File: config.mk
export PLATFORM = sky130hd
export DESIGN_NAME = instr_fetch_unit
export DESIGN_NICKNAME = d
export VERILOG_FILES = /design/src/rtl/instr_fetch_unit.sv
export SDC_FILE = /design/constraint.sdc
export NUM_CORES = 1
export LEC_CHECK = 0
export BUFFER_PORTS_ARGS = -buffer_cell sky130_fd_sc_hd__buf_4
export CORE_ASPECT_RATIO = 1.2
export CORE_UTILIZATION = 42
export CTS_CLUSTER_SIZE = 40
export DETAILED_ROUTE_END_ITERATION = 12
export GPL_TIMING_DRIVEN = 0
export PLACE_DENSITY = 0.72
export SETUP_SLACK_MARGIN = 0.02
export SYNTH_ARGS = -nofsm -noshare
export SYNTH_HDL_FRONTEND = slang
export SYNTH_SLANG_ARGS = --single-unit
File: constraint.sdc
create_clock -name clk_i -period 3.8 [get_ports clk_i]
set_input_delay 0.76 -clock clk_i [delete_from_list [all_inputs] [get_ports clk_i]]
set_output_delay 0.76 -clock clk_i [all_outputs]
set_load 0.005 [all_outputs]
File: src/rtl/instr_fetch_unit.sv
// -----------------------------------------------------------------------------
// instr_fetch_unit
//   Instruction fetch stage. Holds the PC and reads one word from instruction
//   memory over a req/ack handshake. The returned word is latched into the
//   instruction register together with its address and address + 4. It is
//   presented to the field splitter until downstream takes it (instr_valid_o
//   high and stall_i low). A branch/jump redirect reloads the PC from any state.
//
// Optional feature (compile-time macro FETCH_ALIGN_CHECK_EN):
//   defined   : a redirect whose target has nonzero low bits sets the sticky
//               fetch_misalign_o flag. The flag stays set until reset.
//   undefined : fetch_misalign_o is tied low and no check logic is built.
//   In both builds the PC loads the word-aligned target.
//
// Ports
//   clk_i            clock, rising edge
//   rst_i            asynchronous reset, active-high
//   imem_req_o       instruction memory read request
//   imem_addr_o      byte address of requested word (= pc)
//   imem_ack_i       memory returns imem_rdata_i this cycle
//   imem_rdata_i     instruction word, valid with imem_ack_i
//   stall_i          downstream not ready, hold current instruction
//   redirect_i       load redirect_pc_i (branch/jump taken)
//   redirect_pc_i    new PC
//   instr_o          instruction register
//   instr_pc_o       address of instr_o
//   pc_plus4_o       instr_pc_o + 4 (registered)
//   instr_valid_o    instr_o holds a valid, unconsumed instruction
//   fetch_misalign_o sticky misaligned-redirect flag
// -----------------------------------------------------------------------------
module instr_fetch_unit #(
    parameter logic [31:0] PC_RESET = 32'h0000_0000
) (
    input  logic        clk_i,
    input  logic        rst_i,
    output logic        imem_req_o,
    output logic [31:0] imem_addr_o,
    input  logic        imem_ack_i,
    input  logic [31:0] imem_rdata_i,
    input  logic        stall_i,
    input  logic        redirect_i,
    input  logic [31:0] redirect_pc_i,
    output logic [31:0] instr_o,
    output logic [31:0] instr_pc_o,
    output logic [31:0] pc_plus4_o,
    output logic        instr_valid_o,
    output logic        fetch_misalign_o
);

    typedef enum logic [1:0] {
        StIdle  = 2'd0,
        StFetch = 2'd1,
        StValid = 2'd2
    } state_e;

    state_e      state_q, state_d;
    logic [31:0] pc_q, pc_d;
    logic [31:0] instr_q, instr_d;
    logic [31:0] instr_pc_q, instr_pc_d;
    logic [31:0] pc_plus4_q, pc_plus4_d;
    logic        valid_q, valid_d;
    logic [31:0] pc_inc;

    // 32-bit wrap at the top of the address space is intended.
    assign pc_inc = pc_q + 32'd4;

    always_comb begin
        state_d    = state_q;
        pc_d       = pc_q;
        instr_d    = instr_q;
        instr_pc_d = instr_pc_q;
        pc_plus4_d = pc_plus4_q;
        valid_d    = valid_q;

        if (redirect_i) begin
            // Redirect beats everything: a word returned this cycle is
            // discarded, and so is a stalled instruction. The old instr
            // contents stay visible but are marked invalid.
            pc_d    = {redirect_pc_i[31:2], 2'b00};
            valid_d = 1'b0;
            state_d = StFetch;
        end else begin
            unique case (state_q)
                StIdle: begin
                    state_d = StFetch;
                end
                StFetch: begin
                    if (imem_ack_i) begin
                        instr_d    = imem_rdata_i;
                        instr_pc_d = pc_q;
                        pc_plus4_d = pc_inc;
                        pc_d       = pc_inc;
                        valid_d    = 1'b1;
                        state_d    = StValid;
                    end
                end
                StValid: begin
                    if (!stall_i) begin
                        valid_d = 1'b0;
                        state_d = StFetch;
                    end
                end
                default: begin
                    state_d = StIdle;
                end
            endcase
        end
    end

    always_ff @(posedge clk_i or posedge rst_i) begin
        if (rst_i) begin
            state_q    <= StIdle;
            pc_q       <= {PC_RESET[31:2], 2'b00};
            instr_q    <= '0;
            instr_pc_q <= '0;
            pc_plus4_q <= '0;
            valid_q    <= 1'b0;
        end else begin
            state_q    <= state_d;
            pc_q       <= pc_d;
            instr_q    <= instr_d;
            instr_pc_q <= instr_pc_d;
            pc_plus4_q <= pc_plus4_d;
            valid_q    <= valid_d;
        end
    end

    // The request is decoded from the registered state, so it is low in reset.
    assign imem_req_o    = (state_q == StFetch);
    assign imem_addr_o   = pc_q;
    assign instr_o       = instr_q;
    assign instr_pc_o    = instr_pc_q;
    assign pc_plus4_o    = pc_plus4_q;
    assign instr_valid_o = valid_q;

`ifdef FETCH_ALIGN_CHECK_EN
    logic misalign_q, misalign_d;

    always_comb begin
        misalign_d = misalign_q;
        if (redirect_i && (redirect_pc_i[1:0] != 2'b00)) begin
            misalign_d = 1'b1;
        end
    end

    always_ff @(posedge clk_i or posedge rst_i) begin
        if (rst_i) begin
            misalign_q <= 1'b0;
        end else begin
            misalign_q <= misalign_d;
        end
    end

    assign fetch_misalign_o = misalign_q;
`else
    // The low target bits are dropped on purpose in this build.
    logic unused_redirect_lsb;
    assign unused_redirect_lsb = ^redirect_pc_i[1:0];
    assign fetch_misalign_o    = 1'b0;
`endif

endmodule

==> run summary, run 1 <==
Logic gate share of total power: 0.228
Area Growth Syn to Fin: 40.5%
PortBufs: 189
Placement Setup Slack: 0.604 ns
GPL Wtd Cong: 0.781
Non-filler cells, final: 902
#FFs+latches synth: 125
Worst path arrival time: 3.07 ns
WP data required: 4.06 ns
Skew final: 0.0101 ns
Post-DRT Antenna Nets: 0
DIE AREA: 13,900 µm²
Area leader, netlist: dfrtp_1
Slowest-stage cell, CP: clkbuf_1
Clock Power Share: 0.356
Layout cell share with drive strength beyond 1: 0.431
Syn Inst Count: 504
Setup tns final: 0 ns
Power Dens Cells: 546 nW/µm²
Final WL: 14,800 µm
Number of H-tree levels: 4
Initial antenna violation count: 0
VDD IR-drop max: 344 µV
CTS sink count: 125
CP Cell Sequence: nand3b_1, nor2_1, clkbuf_1, buf_2, buf_1, a21oi_1
Startpoint types: register
Initial Utilization: 0.429
Slew Viols, Final: 0
PnR worst setup slack: 0.993 ns
Layout fillers: 1,100
Total track usage: 0.224
Total gr overflow: 0
Core footprint: 13,200 µm²
Vias: 4,561
Commonest non-fill, non-tap cell in the layout: buf_4
Diodes inserted: 0
Crit path kind: reg -> reg
Asr flop ratio synth: 1.00
Final setup viols: 0
Die W: 108 µm
Clock latency on the worst-skew pair: 0.41 ns
Vias in the first global route: 4,638
Most frequent cells in the layout: buf_4 (196), dfrtp_1 (125), mux2_2 (66)
Die H: 129 µm
Sequential share of the synthesized area: 0.554
Initial DRC Count: 216
Cells after DPL: 870
Minimum clock period: 2.81 ns
Slew HR: 0.345
Total CTS buffers: 17
Drt wl/cell: 16.4 µm
Via density per instance: 5.06
Leakage: 3.54 nW
Post-CTS Setup Bufs: 0
Final period utilization: 0.739
Largest cells by area after synthesis: dfrtp_1 (55%), mux2_2 (13%), xor2_1 (4.7%)
Root buffer cell: clkbuf_16
Num rows: 46
Critical path capture point type: register
CP Max Fanout: 10
EDFF count, synth: 0
Worst min path class: in -> async
Highest clock rate: 0.356 GHz
Setup repair after global routing missed its margin: false
Final #Nets: 791
Worst path max stage delay: 0.48 ns
Yosys warns: 0
CTS resizes: 0
Status: finished, final reports clean
DRC: 0
Largest net degree at the start of global routing: 44
Reg clk slew, reported paths: 0.06 ns
Final Hold Viols: 0
Mapped Area: 5650 µm²
Ports: 200
Longest Clk Path Bufs: 2
HPWL after detailed placement: 10,800 µm
NetSw: 0.00118 W
Global-route wire length before repair: 23,500 µm
Cts hold-fix bufs: 0
TritonRoute pass-1 iters: 5
Finished Core Util: 0.602
Net Sw Frac: 0.272
Syn avg cell area: 11.2 µm²
Least-Margin Pin Slew: 0.974 ns
Unique masters post-synth: 35
Post-synth top area share: 0.554
Int Power: 0.00315 W
Synth Flop Type: dfrtp_1
Maxcap violations: 0
CTS tree: yes
Sequential Power Share: 0.416
## power groups by stage
stage	sequential, W	clock, W	combinational, W
after floorplan	0.00182	0	0.000389
after global placement	0.00181	0	0.000971
after detailed placement	0.00183	0	0.00100
after CTS	0.00181	0.00157	0.00101
after global routing	0.00184	0.00164	0.00108
final	0.00180	0.00154	0.000989
## through the flow
stage | hold slack (ns) | power [W] | area (µm²)
global placement | 0.492 | 0.00278 | 7300
global route | 0.197 | 0.00456 | 7930
floorplan | 0.505 | 0.00221 | 5670
finish | 0.217 | 0.00433 | 7930
CTS | 0.203 | 0.00438 | 7930
detailed placement | 0.497 | 0.00283 | 7360
## cell families after synthesis
kind of cell               share of synthesized area
buffers and inverters                         0.0366
muxes                                          0.135
DFF                                            0.554
xor gates and xnor gates                      0.0884
other                                       0.000664
and+or+nand+nor                                0.129
adders and majority gates                    0.00221
AOI/OAI and AO/OA                             0.0545
## state kept, by name, summed over array words and instances, names as in the netlist
| signal | flops |
|---|---|
| state_q | 2 |
| instr_o | 32 |
| pc_plus4_o | 30 |
| instr_valid_o | 1 |
| imem_addr_o | 30 |
| instr_pc_o | 30 |
## critical path, delay by kind of cell (launching register included)
kind	cells	cell delay [ns]
AOI/OAI and AO/OA	1	0.14
and+or+nand+nor	2	0.81
DFF	1	0.44
buffers and inverters	3	1.25
## synthesized netlist by cell type (all sizes together), types with 3 or more instances
library cell,n
a21oi,30
and3,3
and4,3
buf,19
clkbuf,20
dfrtp,125
inv,4
mux2,66
nand2,51
nand3,15
nand4,8
nor2,43
nor2b,3
nor3,8
nor4,8
o21ai,30
xnor2,27
xor2,30
## path summary, 6_finish.rpt
check                             from        endpoint  slack, ns  cells after the start
min in group clk_i         instr_o[23]     instr_o[23]       0.50                      1
hold reg to reg            instr_o[23]     instr_o[23]       0.50                      1
setup reg to reg            state_q[1]   pc_plus4_o[4]       0.99                      6
hold / removal                   rst_i   instr_pc_o[6]       0.22                      2
setup / recovery            state_q[1]   pc_plus4_o[4]       0.99                      6
max in group asynchronous        rst_i  pc_plus4_o[28]       2.87                      4
## routing by layer
layer	vias to the layer above	routed length (µm)	share of wire	track usage
met5	-	0	0	0
met3	21	946	0.064	0.0634
li1	2133	-	-	-
met2	175	7590	0.51	0.380
met1	2232	6000	0.41	0.271
met4	0	230	0.016	0.0830
## layout make-up
cell class | count | area (µm²) | area share
multi-input combinational | 342 | 2340 | 0.294
timing repair buffer | 192 | 1480 | 0.186
clock inverter | 13 | 116 | 0.0147
clock buffer | 19 | 453 | 0.0571
buffer | 39 | 191 | 0.0241
tap | 168 | 210 | 0.0265
inverter | 4 | 18.8 | 0.00237
sequential | 125 | 3130 | 0.394
Note: power is estimated with default switching activity, not from simulation.
==> run 2: changes to the inputs <==
Clock period 3.8 ns to 2.5 ns, I/O delays scaled along.
==> run 2 against run 1 <==
  * Combinational power increased by 54%
  * Critical path depth is 2 higher
  * Worst setup slack got worse by 0.84 ns
  * Non-clock buffer count is 2 higher
  * Clock skew about the same
  * Clock-buffer cell count stayed put
  * Clock power is 52% higher
  * Fmax up 19%
  * Critical path type unchanged
  * Largest power group unchanged
==> run summary, run 2 (synthesized netlist as in run 1, its figures left out) <==
Status: finished, final reports clean
Multi-input gate area: 2380 µm² (+1.9%)
Root buffer cell: clkbuf_16
Longest Clk Path Bufs: 2 (unchanged)
Slowest-stage cell, CP: or4_1
Largest net degree at the start of global routing: 44 (unchanged)
Final Hold Viols: 0 (unchanged)
CP Max Fanout: 10 (unchanged)
Final setup viols: 0 (unchanged)
Worst min path class: in -> reg
Via density per instance: 5.05 (-0.11%)
Startpoint types: register
Number of H-tree levels: 4 (unchanged)
Vias in the first global route: 4,633 (-0.11%)
Critical path capture point type: register
Maxcap violations: 0 (unchanged)
Die W: 108 µm (unchanged)
TritonRoute pass-1 iters: 4 (-1)
Slew HR: 0.516 (+0.171)
Layout fillers: 1,089 (-1.0%)
Max reg flops: 32 (unchanged)
VDD IR-drop max: 525 µV (+53%)
Power Dens Cells: 826 nW/µm² (+51%)
Reg2Reg Depth: 8 (+2)
WHS: 0.297 ns (+0.0800 ns)
Min-delay src: redirect_pc_i[7]
Least-Margin Pin Slew: 0.722 ns (-0.252 ns)
Worst path arrival time: 2.62 ns (-0.45 ns)
Num rows: 46 (unchanged)
Diodes inserted: 0 (unchanged)
CTS tree: yes
Initial DRC Count: 175 (-19%)
R2R Path End: pc_plus4_o[30]
Highest clock rate: 0.426 GHz (+19%)
Post-DRT Antenna Nets: 0 (unchanged)
CP Cell Sequence: ha_4, nand3_4, or4_1, buf_2, buf_6, nor3_1, xnor2_1, a21oi_1
CTS sink count: 125 (unchanged)
Vias: 4,566 (+0.11%)
Initial antenna violation count: 0 (unchanged)
Leakage: 3.58 nW (+1.0%)
Crit path kind: reg -> reg
Ports: 200 (unchanged)
Drt wl/cell: 16.5 µm (+0.64%)
Initial Utilization: 0.429 (unchanged)
Total CTS buffers: 17 (unchanged)
Skew final: 0.00965 ns (-0.000486 ns)
R2R Setup Slk: 0.15 ns (-0.84 ns)
Minimum clock period: 2.35 ns (-0.457 ns)
Final period utilization: 0.940 (+0.201)
Slew Viols, Final: 0 (unchanged)
Most frequent cells in the layout: buf_4 (197), dfrtp_1 (123), mux2_2 (66)
Total track usage: 0.223 (-0.000436)
Area Growth Syn to Fin: 41.7%
Global-route wire length before repair: 23,500 µm (-0.14%)
Final #Nets: 793 (+0.25%)
PortBufs: 189 (unchanged)
DIE AREA: 13,900 µm² (unchanged)
Non-filler cells, final: 904 (+0.22%)
Clock latency on the worst-skew pair: 0.41 ns (about the same)
Setup tns final: 0 ns (unchanged)
HPWL after detailed placement: 10,800 µm (unchanged)
DRC: 0 (unchanged)
WP data required: 2.77 ns (-1.29 ns)
Cells after DPL: 870 (unchanged)
Register Area: 3130 µm² (about the same)
Hold Path Stages: 3
Finished Core Util: 0.607 (+0.00522)
Total gr overflow: 0 (unchanged)
Final WL: 14,900 µm (+0.87%)
Worst path max stage delay: 0.54 ns (+0.06 ns)
Layout cell share with drive strength beyond 1: 0.443 (+0.0124)
Core footprint: 13,200 µm² (unchanged)
Worst hold endpoint: imem_addr_o[7]
Total power: 0.00661 W (+52%)
Reg clk slew, reported paths: 0.06 ns (about the same)
Setup repair after global routing missed its margin: false
Die H: 129 µm (unchanged)
GPL Wtd Cong: 0.781 (unchanged)
Commonest non-fill, non-tap cell in the layout: buf_4
R2R Path Start: imem_addr_o[2]
-- run 2: cell count changes in the layout (fill, tap and decap cells not counted), moves of 2 or more --
cell     before  now
dfrtp_1     125  123
buf_1         2    0
dfrtp_2       0    2
buf_2         9   11
nor4_1        4    2
nor4_4        1    3
-- run 2: metrics by stage --
step	area (µm²)	setup WS [ns]
CTS	7960	0.0324
floorplan	5670	0.254
global placement	7300	-0.333
detailed placement	7360	-0.436
global route	8000	0.0267
finish	8000	0.150
-- run 2: worst max-delay path: cells and delay by family (launching register included) --
family | cells | cell delay, ns
AOI/OAI and AO/OA | 1 | 0.10
xor gates and xnor gates | 1 | 0.19
adders and majority gates | 1 | 0.20
buffers and inverters | 2 | 0.35
DFF | 1 | 0.48
and+or+nand+nor | 3 | 0.89
-- run 2: metal layers --
metal	part of all wire	vias to the layer above	wire (µm)	track usage
met5	0	-	0	0
met4	0.014	0	209	0.0798
met3	0.072	21	1080	0.0634
met2	0.51	172	7590	0.381
met1	0.40	2242	6020	0.270
li1	-	2131	-	-
-- run 2: repair_timing --
item	4_1_cts	5_1_grt
gates cloned	0	0
endpoints found under the hold margin	1	0
hold buffers	1	0
buffers inserted	0	1
endpoints found under the setup margin	60	58
resized for setup	6	6
-- run 2: worst max-delay path by stage --
| stage | to | from | slack [ns] |
|---|---|---|---|
| after floorplan | imem_addr_o[26] | imem_addr_o[2] | 0.25 |
| after global placement | pc_plus4_o[4] | imem_ack_i | -0.33 |
| after detailed placement | pc_plus4_o[4] | imem_ack_i | -0.44 |
| after CTS | imem_addr_o[26] | imem_addr_o[3] | 0.03 |
| after global routing | pc_plus4_o[30] | imem_addr_o[2] | 0.03 |
| final | pc_plus4_o[30] | imem_addr_o[2] | 0.15 |
-- run 2: final cells by class --
type                       instances  share of cell area
multi-input combinational        342               0.298
sequential                       125               0.391
tap                              168              0.0263
clock buffer                      19              0.0566
timing repair buffer             194               0.187
buffer                            39              0.0244
inverter                           4             0.00235
clock inverter                    13              0.0145
-- run 2: power breakdown --
group | internal, W | total (W) | leakage, nW | switching [W]
clock | 0.00142 | 0.00234 | 0.263 | 0.000926
combinational | 0.000937 | 0.00152 | 1.84 | 0.000582
sequential | 0.00245 | 0.00274 | 1.48 | 0.000295
==> run 3: changes to the inputs <==
Settings changed: CORE_UTILIZATION 42 to 25, CTS_CLUSTER_DIAMETER set to 50, PLACE_DENSITY 0.72 to unset.
==> run 3 against run 2 <==
  * The flow now finishes with violations (DRC)
  * Power rose by 3.1%
  * Sequential share of layout area fell by 1.0 points
  * Worst hold slack got worse by 0.12 ns
  * Fmax rose by 1.1%
  * Wire length rose by 13%
==> run summary, run 3 (synthesized netlist as in run 1, its figures left out) <==
Total power: 0.00681 W (+3.1%)
Worst path max stage delay: 0.54 ns (about the same)
Root buffer cell: clkbuf_16
Failing checks: DRC
Via density per instance: 4.38 (-13%)
WP buf/inv: 2 (unchanged)
Worst path arrival time: 2.60 ns (-0.02 ns)
Placement Setup Slack: -0.591 ns (-0.155 ns)
Total track usage: 0.152 (-0.0717)
CP Cell Sequence: ha_2, nand3_4, or4_1, buf_2, buf_6, nor4_4, xnor2_1, mux2i_1
Commonest non-fill, non-tap cell in the layout: buf_4
Met2 WL: 8480 µm (+12%)
WP data required: 2.77 ns (about the same)
Total CTS buffers: 17 (unchanged)
Slew HR: 0.489 (-0.0271)
Reg2Reg Depth: 8 (unchanged)
Leakage: 3.65 nW (+1.9%)
Post-Place Cell Area: 7500 µm² (+1.8%)
Least-Margin Pin Slew: 0.766 ns (+0.0446 ns)
Diodes inserted: 0 (unchanged)
Vias in the first global route: 4,584 (-1.1%)
Initial antenna violation count: 0 (unchanged)
Register Area: 3130 µm² (about the same)
Initial Utilization: 0.258 (-0.171)
Most frequent cells in the layout: buf_4 (205), dfrtp_1 (122), mux2_2 (66)
Maxcap violations: 0 (unchanged)
DRC: 11 (+11)
HPWL after detailed placement: 12,200 µm (+13%)
CTS tree: yes
DIE AREA: 23,200 µm² (+67%)
Minimum clock period: 2.32 ns (-0.0253 ns)
Slew Viols, Final: 0 (unchanged)
Largest net degree at the start of global routing: 37 (-16%)
PnR worst setup slack: 0.175 ns (+0.0253 ns)
PortBufs: 189 (unchanged)
CTS sink count: 125 (unchanged)
Die W: 139 µm (+29%)
TritonRoute pass-1 iters: 10 (+6)
WP depth: 8 (unchanged)
Skew final: 0.00735 ns (-0.00230 ns)
Final period utilization: 0.930 (-0.0101)
Max reg flops: 32 (unchanged)
GPL Wtd Cong: 0.721 (-7.7%)
Startpoint types: register
Num rows: 59 (+28%)
Total gr overflow: 0 (unchanged)
Initial DRC Count: 200 (+14%)
Cts hold-fix bufs: 0 (-1)
Final WL: 16,900 µm (+13%)
Area Growth Syn to Fin: 45.5%
Design Area, Final: 8220 µm² (+2.7%)
Highest clock rate: 0.430 GHz (+1.1%)
Slowest-stage cell, CP: or4_1
Core footprint: 21,900 µm² (+66%)
Multi-input gate area: 2380 µm² (about the same)
Global-route wire length before repair: 26,400 µm (+12%)
Critical path capture point type: register
Routed wl met3: 919 µm (-15%)
Final #Nets: 800 (+0.88%)
Final Hold Viols: 0 (unchanged)
Metal-1 WL: 7200 µm (+20%)
Setup repair after global routing missed its margin: false
Clock latency on the worst-skew pair: 0.42 ns (about the same)
VDD IR-drop max: 447 µV (-15%)
Layout fillers: 2,205 (+100%)
Power Dens Cells: 829 nW/µm² (+0.35%)
Ports: 200 (unchanged)
Drt wl/cell: 16.6 µm (+0.68%)
Reg clk slew, reported paths: 0.06 ns (about the same)
Non-filler cells, final: 1,017 (+13%)
Number of H-tree levels: 4 (unchanged)
Finished Core Util: 0.375 (-0.232)
Final setup viols: 0 (unchanged)
Cells after DPL: 976 (+12%)
Layout cell share with drive strength beyond 1: 0.451 (+0.00794)
Status: complete, but fails checks
Max layer used: met4
Post-DRT Antenna Nets: 0 (unchanged)
Longest Clk Path Bufs: 2 (unchanged)
Die H: 167 µm (+29%)
Vias: 4,454 (-2.5%)
Worst min path class: in -> async
Crit path kind: reg -> reg
CP top delay family: simple AND/OR/NAND/NOR gates
CP Max Fanout: 10 (unchanged)
[run 3: what timing repair did]
item                       in CTS  in global routing
setup buffers                   2                  7
setup endpoints to repair      70                 20
resized for setup               9                  5
pin swaps                       0                  1
[run 3: area by class of cell]
| cell class | instances | share of cell area |
|---|---|---|
| Tap cell | 274 | 0.0417 |
| Timing Repair Buffer | 201 | 0.188 |
| Clock buffer | 18 | 0.0522 |
| Buffer | 39 | 0.0238 |
| Inverter | 4 | 0.00228 |
| Sequential cell | 125 | 0.381 |
| Multi-Input combinational cell | 342 | 0.290 |
| Clock inverter | 14 | 0.0209 |
[run 3: metal layers]
| metal | vias to the layer above | GRT usage |
|---|---|---|
| met5 | - | 0 |
| met3 | 19 | 0.0423 |
| met2 | 134 | 0.260 |
| met1 | 2158 | 0.181 |
| met4 | 0 | 0.0517 |
| li1 | 2143 | - |
[run 3: final timing paths]
kind                                        start               to  slack, ns
worst max-delay path               imem_addr_o[2]  imem_addr_o[30]       0.18
worst min-delay path                        rst_i    instr_pc_o[5]       0.18
worst max register to register     imem_addr_o[2]  imem_addr_o[30]       0.18
worst min register to register        instr_o[18]      instr_o[18]       0.51
max in group asynchronous                   rst_i   pc_plus4_o[26]       1.48
min in group clk_i              redirect_pc_i[12]  imem_addr_o[12]       0.29
[run 3: power by group]
| group | leakage (nW) | internal (W) | switching (W) | total, W |
|---|---|---|---|---|
| combinational | 1.89 | 0.000948 | 0.000602 | 0.00155 |
| clock | 0.286 | 0.00157 | 0.000960 | 0.00253 |
| sequential | 1.47 | 0.00245 | 0.000282 | 0.00273 |
[run 3: per-stage QoR]
step | hold WS [ns] | TNS (ns)
finish | 0.182 | 0
global route | 0.225 | 0
CTS | 0.186 | 0
detailed placement | 0.496 | -25.03
global placement | 0.492 | -97.95
floorplan | 0.505 | 0
[run 3: worst register-to-register path: stages (launching register included)]
cell     delay [ns]
dfrtp_2        0.41
ha_2           0.24
nand3_4        0.12
or4_1          0.54
buf_2          0.20
buf_6          0.17
nor4_4         0.26
xnor2_1        0.15
mux2i_1        0.09
